<file path="src/rtl/uart_pkg.sv">
// Shared types for the UART receiver: parity mode, receiver FSM states and the
// 2-of-3 majority vote used for every bit decision.
package uart_pkg;

  typedef enum logic [1:0] {
    PAR_NONE,
    PAR_EVEN,
    PAR_ODD
  } parity_e;

  typedef enum logic [2:0] {
    ST_IDLE,
    ST_START,
    ST_DATA,
    ST_PARITY,
    ST_STOP,
    ST_BREAK
  } rx_state_e;

  function automatic logic maj3(input logic a, input logic b, input logic c);
    return (a & b) | (a & c) | (b & c);
  endfunction

endpackage

</file>
<file path="src/rtl/uart_rx_sync.sv">
// Two-flop synchroniser for the asynchronous rxd line plus a falling-edge
// detector on the synchronised value. All flops reset to the idle level (1).
module uart_rx_sync (
  input  logic clk,
  input  logic rst,
  input  logic rxd_i,
  output logic rxd_s_o,
  output logic fall_o
);

  logic meta_q;
  logic sync_q;
  logic prev_q;

  // NOTE: non-blocking assignments make each flop take the pre-edge value of
  // its neighbour; blocking ones would collapse the chain into a single flop.
  always_ff @(posedge clk) begin
    if (rst) begin
      meta_q <= 1'b1;
      sync_q <= 1'b1;
      prev_q <= 1'b1;
    end else begin
      meta_q <= rxd_i;
      sync_q <= meta_q;
      prev_q <= sync_q;
    end
  end

  assign rxd_s_o = sync_q;
  assign fall_o  = prev_q & ~sync_q;

endmodule

</file>
<file path="src/rtl/uart_rx_ext.sv">
// UART receiver with 3-sample majority voting, optional parity and 1-2 stop bits.
// Define UART_RX_BREAK_EN to report an all-zero frame on rx_break instead of rx_done.
module uart_rx_ext
  import uart_pkg::*;
#(
  parameter int unsigned CLK_HZ    = 200_000_000,
  parameter int unsigned BAUD      = 9600,
  parameter int unsigned DATA_BITS = 8,
  parameter parity_e     PARITY    = PAR_NONE,
  parameter int unsigned STOP_BITS = 1
) (
  input  logic                 clk,
  input  logic                 rst,
  input  logic                 rxd,
  output logic [DATA_BITS-1:0] rx_data,
  output logic                 rx_done,
  output logic                 rx_busy,
  output logic                 rx_frame_err,
  output logic                 rx_parity_err,
  output logic                 rx_break
);

  localparam int unsigned DIV = (BAUD == 0) ? 0 : CLK_HZ / BAUD;
  localparam int unsigned CW  = (DIV < 2) ? 1 : $clog2(DIV);

  localparam logic [CW-1:0] CNT_S0    = CW'(DIV / 2 - 1);
  localparam logic [CW-1:0] CNT_S1    = CW'(DIV / 2);
  localparam logic [CW-1:0] CNT_S2    = CW'(DIV / 2 + 1);
  localparam logic [CW-1:0] CNT_LAST  = CW'(DIV - 1);
  localparam logic [3:0]    BIT_LAST  = 4'(DATA_BITS - 1);
  localparam logic          STOP_LAST = (STOP_BITS == 2);

  if (BAUD == 0 || DIV < 8 || DATA_BITS < 5 || DATA_BITS > 9 ||
      STOP_BITS < 1 || STOP_BITS > 2 || PARITY > PAR_ODD) begin : g_bad_param
    $error("uart_rx_ext: illegal parameter set");
  end

  logic rxd_s;
  logic rxd_fall;

  uart_rx_sync u_sync (
    .clk     (clk),
    .rst     (rst),
    .rxd_i   (rxd),
    .rxd_s_o (rxd_s),
    .fall_o  (rxd_fall)
  );

  rx_state_e            state_q;
  logic [CW-1:0]        cnt_q;
  logic [3:0]           bit_q;
  logic                 stop_q;
  logic [1:0]           smp_q;
  logic [DATA_BITS-1:0] shift_q;
  logic                 ferr_acc_q;
  logic                 perr_acc_q;
  logic                 any_one_q;
  logic [DATA_BITS-1:0] data_q;
  logic                 done_q;
  logic                 busy_q;
  logic                 frame_err_q;
  logic                 parity_err_q;
  logic                 brk_q;

  logic in_bit;
  logic at_s2;
  logic at_last;
  logic bit_val;
  logic brk_hit;

  assign in_bit  = state_q inside {ST_START, ST_DATA, ST_PARITY, ST_STOP};
  assign at_s2   = (cnt_q == CNT_S2);
  assign at_last = (cnt_q == CNT_LAST);
  // Third sample is taken live so the vote is ready in the same cycle.
  assign bit_val = maj3(smp_q[0], smp_q[1], rxd_s);

`ifdef UART_RX_BREAK_EN
  assign brk_hit = ~(any_one_q | bit_val);
`else
  assign brk_hit = 1'b0;
`endif

  always_ff @(posedge clk) begin
    if (rst) begin
      state_q      <= ST_IDLE;
      cnt_q        <= '0;
      bit_q        <= '0;
      stop_q       <= 1'b0;
      smp_q        <= 2'b11;
      shift_q      <= '0;
      ferr_acc_q   <= 1'b0;
      perr_acc_q   <= 1'b0;
      any_one_q    <= 1'b0;
      data_q       <= '0;
      done_q       <= 1'b0;
      busy_q       <= 1'b0;
      frame_err_q  <= 1'b0;
      parity_err_q <= 1'b0;
      brk_q        <= 1'b0;
    end else begin
      done_q <= 1'b0;
      brk_q  <= 1'b0;

      if (in_bit) begin
        if (cnt_q == CNT_S0) smp_q[0] <= rxd_s;
        if (cnt_q == CNT_S1) smp_q[1] <= rxd_s;
        cnt_q <= at_last ? '0 : cnt_q + 1'b1;
      end

      unique case (state_q)
        ST_IDLE: begin
          if (rxd_fall) begin
            state_q    <= ST_START;
            cnt_q      <= CW'(1);
            bit_q      <= '0;
            stop_q     <= 1'b0;
            ferr_acc_q <= 1'b0;
            perr_acc_q <= 1'b0;
            any_one_q  <= 1'b0;
            busy_q     <= 1'b1;
          end
        end

        ST_START: begin
          if (at_s2 && bit_val) begin
            state_q <= ST_IDLE;
            cnt_q   <= '0;
            busy_q  <= 1'b0;
          end else if (at_last) begin
            state_q <= ST_DATA;
          end
        end

        ST_DATA: begin
          if (at_s2) begin
            shift_q   <= {bit_val, shift_q[DATA_BITS-1:1]};
            any_one_q <= any_one_q | bit_val;
          end
          if (at_last) begin
            if (bit_q == BIT_LAST) begin
              state_q <= (PARITY == PAR_NONE) ? ST_STOP : ST_PARITY;
            end else begin
              bit_q <= bit_q + 1'b1;
            end
          end
        end

        ST_PARITY: begin
          if (at_s2) begin
            perr_acc_q <= (^{shift_q, bit_val}) != (PARITY == PAR_ODD);
            any_one_q  <= any_one_q | bit_val;
          end
          if (at_last) state_q <= ST_STOP;
        end

        ST_STOP: begin
          if (at_s2) begin
            ferr_acc_q <= ferr_acc_q | ~bit_val;
            any_one_q  <= any_one_q | bit_val;
            if (stop_q == STOP_LAST) begin
              cnt_q  <= '0;
              busy_q <= 1'b0;
              if (brk_hit) begin
                brk_q   <= 1'b1;
                state_q <= ST_BREAK;
              end else begin
                data_q       <= shift_q;
                frame_err_q  <= ferr_acc_q | ~bit_val;
                parity_err_q <= perr_acc_q;
                done_q       <= 1'b1;
                state_q      <= ST_IDLE;
              end
            end
          end else if (at_last) begin
            stop_q <= 1'b1;
          end
        end

        ST_BREAK: begin
          // Leave only after one full bit time of continuous idle level.
          if (!rxd_s) begin
            cnt_q <= '0;
          end else if (at_last) begin
            cnt_q   <= '0;
            state_q <= ST_IDLE;
          end else begin
            cnt_q <= cnt_q + 1'b1;
          end
        end

        default: begin
          state_q <= ST_IDLE;
          cnt_q   <= '0;
          busy_q  <= 1'b0;
        end
      endcase
    end
  end

  assign rx_data       = data_q;
  assign rx_done       = done_q;
  assign rx_busy       = busy_q;
  assign rx_frame_err  = frame_err_q;
  assign rx_parity_err = parity_err_q;
  assign rx_break      = brk_q;

endmodule

</file>
<file path="config.mk">
export PLATFORM = sky130hd
export DESIGN_NAME = uart_rx_ext
export DESIGN_NICKNAME = d
export VERILOG_FILES = /design/src/rtl/uart_pkg.sv /design/src/rtl/uart_rx_sync.sv /design/src/rtl/uart_rx_ext.sv
export SDC_FILE = /design/constraint.sdc
export NUM_CORES = 1
export LEC_CHECK = 0
export ABC_AREA = 1
export CAP_MARGIN = 20
export CORE_MARGIN = 4
export CORE_UTILIZATION = 40
export CTS_CLUSTER_DIAMETER = 80
export DETAILED_ROUTE_END_ITERATION = 7
export GPL_ROUTABILITY_DRIVEN = 0
export MAX_ROUTING_LAYER = met4
export RECOVER_POWER = 50
export SLEW_MARGIN = 25
export SYNTH_ARGS = -nofsm -noshare
export SYNTH_HDL_FRONTEND = slang
export SYNTH_SLANG_ARGS = --single-unit
</file>
<file path="constraint.sdc">
create_clock -name clk -period 4.7 [get_ports clk]
set_input_delay 0.94 -clock clk [delete_from_list [all_inputs] [get_ports clk]]
set_output_delay 0.94 -clock clk [all_outputs]
set_load 0.005 [all_outputs]
</file>
Word level (Yosys, flattened, before mapping)
Index checks and enable logic that the tools add are counted.
{"block": "totals", "ff_bits": 50, "input_bits": 3}
{"block": "classes", "add_sub_neg": 2, "n_eq_ne": 24, "muxes": 37, "bitwise": 13, "n_reduce_logical": 20}
{"operator": "15-bit 2-to-1 mux", "n": 7}
{"operator": "15-bit one-hot mux with 5 select lines", "n": 1}
{"operator": "15-bit by 14-bit equality test with 1-bit output (second input constant)", "n": 3}
{"operator": "3-bit 2-to-1 mux", "n": 10}
{"operator": "2-bit inequality test (second input constant)", "n": 10}
{"operator": "3-bit one-hot mux with 6 select lines", "n": 1}
{"operator": "15-bit by 1-bit adder with 15-bit output (second input constant)", "n": 1}
{"operator": "15-bit equality test (second input constant)", "n": 1}
{"operator": "4-bit 2-to-1 mux", "n": 3}
{"operator": "1-bit 2-to-1 mux", "n": 10}
{"operator": "3-bit AND reduction", "n": 3}
{"operator": "9-bit AND reduction", "n": 1}
{"operator": "9-bit parity", "n": 1}
{"operator": "4-bit one-hot mux with 2 select lines", "n": 1}
{"operator": "4-bit AND reduction", "n": 2}
{"operator": "3-bit by 2-bit equality test with 1-bit output (second input constant)", "n": 2}
{"operator": "3-bit equality test (second input constant)", "n": 2}
{"operator": "2-bit by 1-bit inequality test with 1-bit output (second input constant)", "n": 3}
{"operator": "1-bit inverter", "n": 6}
{"operator": "1-bit one-hot mux with 2 select lines", "n": 3}
{"operator": "2-bit AND reduction", "n": 3}
{"operator": "2-bit nonzero test", "n": 3}
{"operator": "3-bit OR reduction", "n": 2}
{"operator": "5-bit AND reduction", "n": 1}
{"operator": "11 further kinds", "n": 16}

Logic depth before layout (Yosys ltp)
{"block": "logic_depth", "word_depth": 7, "mapped_depth": 13, "ltp_nobuf": 13}

Hierarchy
Synthesis repeated with hierarchy kept, for this count alone.
{"block": "unflattened", "cells_unflattened": 387, "area_unflattened_um2": 2718.9}
{"module": "uart_rx_ext", "n_inst": 1, "cells_per_inst": 375, "area_each_um2": 2625.0, "seq_area_each_um2": 940.9}
{"module": "uart_rx_sync", "n_inst": 1, "cells_per_inst": 12, "area_each_um2": 93.8, "seq_area_each_um2": 60.1}

Worst setup path before layout
No wires, ideal clock.
{"block": "synth_timing", "path_kind": "input port to flip-flop", "start": "input port rst", "end": "register cnt_q[7]", "setup_ns": 0.070, "t_arrival_ns": 1.652, "required_ns": 4.630, "slack_ns": 2.978, "path_stages": 5, "cell_sequence": "a21oi_1 inv_1 a21oi_1 nand2_1 a21oi_1"}
{"item": "start: declaration", "line": "uart_rx_ext.sv:13", "rtl": "input logic rst,"}
{"item": "end signal: assignment", "line": "uart_rx_ext.sv:107", "rtl": "cnt_q <= at_last ? '0 : cnt_q + 1'b1;"}
{"item": "end signal: assignment", "line": "uart_rx_ext.sv:187", "rtl": "cnt_q <= cnt_q + 1'b1;"}
{"item": "end: declaration", "line": "uart_rx_ext.sv:50", "rtl": "logic [CW-1:0] cnt_q;"}

==> qor.csv <==
metric,value,unit
max_slew_margin,53.9,%
port_buffers,14,
maxSlewViolCount,0,
total_power,1220,uW
grt_pass1_wl,10.7,mm
crit_required,4900,ps
place_hpwl,4.42,mm
ys_seq_area_share,36.8,%
wl_per_cell,12.6,um
post_dp_cell_area,2910,sq um
track_usage,16.0,%
ir_drop,0.198,mV
holdPathStages,1,
cts_max_level,2,
antenna_cells,0,
leakagePower,0.00126,uW
fin_crit_sh,58.5,%
ctsResizeCount,0,
synth_cell_types,36,
cts_tree,done,
chipWidth,90.5,um
worst-path-max-fanout,15,
grt_pass1_vias,2327,
yosys_warnings,0,
pin_count,16,
netlist_area,2720,sq um
drcViolationCount,0,
outcome,finished clean,
ctsHoldBuffers,0,
r2r_slack,2620,ps
num_vias,2441,
syn_inst,398,
synth_nets,405,
path_clk_slew,100,ps
core-area,6460,sq um
critPathArrivalTime,2950,ps
fillers,664,
drt_first_pass_iters,4,
drt-total-wl,6.11,mm
placementRows,29,
finalSetupTns,0,ps
cts.sink_count,50,
layout-drive-gt1-share,11.5,%
clock-root-buffer,clkbuf_8,
fin_nets,416,
hold_viol,0,
antenna_found_initial,0,
finalSetupViolCount,0,
rsz0062_at_grt,false,
tightest_slew,692,ps
grt_overflow,0,
hold_ws,415,ps
vias_per_cell,5.01,
ys.flop_type,dfxtp_1,
crit_type,input port to flip-flop,
synth-seq-cells,50,
clock_latency,310,ps
clockBufferDepth,2,
max_freq,364,MHz
syn_to_final_growth,10.5,%
powerDensity,404,nW/um^2
hold_class,flip-flop to flip-flop,
drt_iter0_drc,134,
die_h,90.5,um
cts_setup_buffers,0,
numCtsBuffers,5,
async_flop_share,0,%
grt_max_degree,17,
end_kind,flip-flop,
skew,8.11,ps
start_util,42.1,%
synth_edf_count,0,
start_kind,input port,
r2r_cells,8,
design_area,3010,sq um
avgSynthCellArea,6.83,sq um
final_util,46.6,%
maxCapViolCount,0,
drtAntennaViolNets,0,
fp.dieArea,8180,sq um
final.min_clock_period,2750,ps
-- cells by family after synthesis --
logic type	after synthesis	share of synthesized area, %
other	1	0.138
DFF	50	36.8
xor gates and xnor gates	9	2.90
AOI/OAI and AO/OA	79	15.5
buffers and inverters	52	7.68
adders and majority gates	4	1.84
and+or+nand+nor	203	35.1
-- cell usage after synthesis, types with 2 or more instances --
cell type	number	area share, %
o21ai_0	22	4.0
inv_2	9	1.2
nor2_1	52	7.2
dfxtp_1	50	37
nor2_4	4	1.7
clkbuf_1	4	0.55
a21oi_1	41	7.5
clkinv_2	2	0.37
buf_2	6	1.1
xnor2_1	5	1.6
a21oi_2	2	0.64
o211ai_1	5	1.4
ha_1	4	1.8
xor2_1	4	1.3
o21ai_1	5	0.92
nand2_4	5	2.1
nand2_2	6	1.4
nand4_1	5	1.1
nand2_1	86	12
o22ai_1	2	0.46
or2_2	3	0.69
nor3_1	3	0.55
nor2_2	5	1.1
nor3b_1	2	0.55
inv_1	29	4.0
nand3_1	27	5.0
-- registers in the layout, summed over array words and instances, names as in the netlist --
name / flops
rx_busy: 1
state_q: 3
u_sync.meta_q: 1
stop_q: 1
rx_data: 8
shift_q: 8
cnt_q: 15
ferr_acc_q: 1
rx_parity_err: 1
u_sync.rxd_s_o: 1
perr_acc_q: 1
rx_frame_err: 1
bit_q: 4
u_sync.prev_q: 1
smp_q: 2
rx_done: 1
-- worst max-delay path: stages --
cell           delay, ps
dlygate4sd3_1        700
clkbuf_1             570
inv_1                410
nand2_1              250
nor3b_1               70
-- cells in the final DEF (no fill, tap or decap), types with 2 or more instances in the layout --
master	synthesis	layout
inv_1	29	29
nor2_4	4	4
or2_2	3	3
nand4_1	5	5
dfxtp_1	50	50
nand2_4	5	5
nor2_2	5	5
clkinv_2	2	2
o21ai_1	5	5
o22ai_1	2	2
a21oi_2	2	2
o21ai_0	22	22
clkbuf_8	0	6
dlygate4sd3_1	0	13
nand2_2	6	6
nor3_1	3	3
xor2_1	4	4
nor3b_1	2	2
ha_1	4	4
xnor2_1	5	5
a21oi_1	41	41
nand3_1	27	27
inv_2	9	9
o211ai_1	5	5
nand2_1	86	86
nor2_1	52	52
-- power by group --
group	leakage, uW	internal (uW)	total (uW)	switching [uW]
Clock	0.0000478	122	277	155
Sequential	0.000404	446	476	29.7
Combinational	0.000811	131	463	332
-- final cells by class --
cell class	count	area, sq um	area share, %
flip-flops and latches	50	1000	33.3
clock buffers	6	82.6	2.75
repair buffers	15	144	4.79
clock inverters	2	16.3	0.541
inverters	41	156	5.20
multi-input cells	296	1510	50.2
well taps	77	96.3	3.20
-- metal layers --
layer / global-route usage [%] / share of wire (%) / vias to the layer above
met5: - / 0 / -
met3: 2.92 / 3.5 / 8
met2: 24.8 / 45 / 45
met1: 21.2 / 50 / 1078
li1: - / - / 1310
met4: 4.72 / 1.1 / 0
-- path summary, 6_finish.rpt --
check / startpoint / endpoint
min reg2reg: u_sync.meta_q / u_sync.rxd_s_o
min: u_sync.meta_q / u_sync.rxd_s_o
max: rst / bit_q[3]
max reg2reg: cnt_q[0] / rx_parity_err
-- stage by stage --
stage | worst slack [ps] | instances
2_1_floorplan | 2980 | 398
6_report | 1950 | 487
3_5_place_dp | 1990 | 479
5_1_grt | 1770 | 487
3_3_place_gp | 2050 | 479
4_1_cts | 2300 | 487
Power figures use the tool's default switching activity.
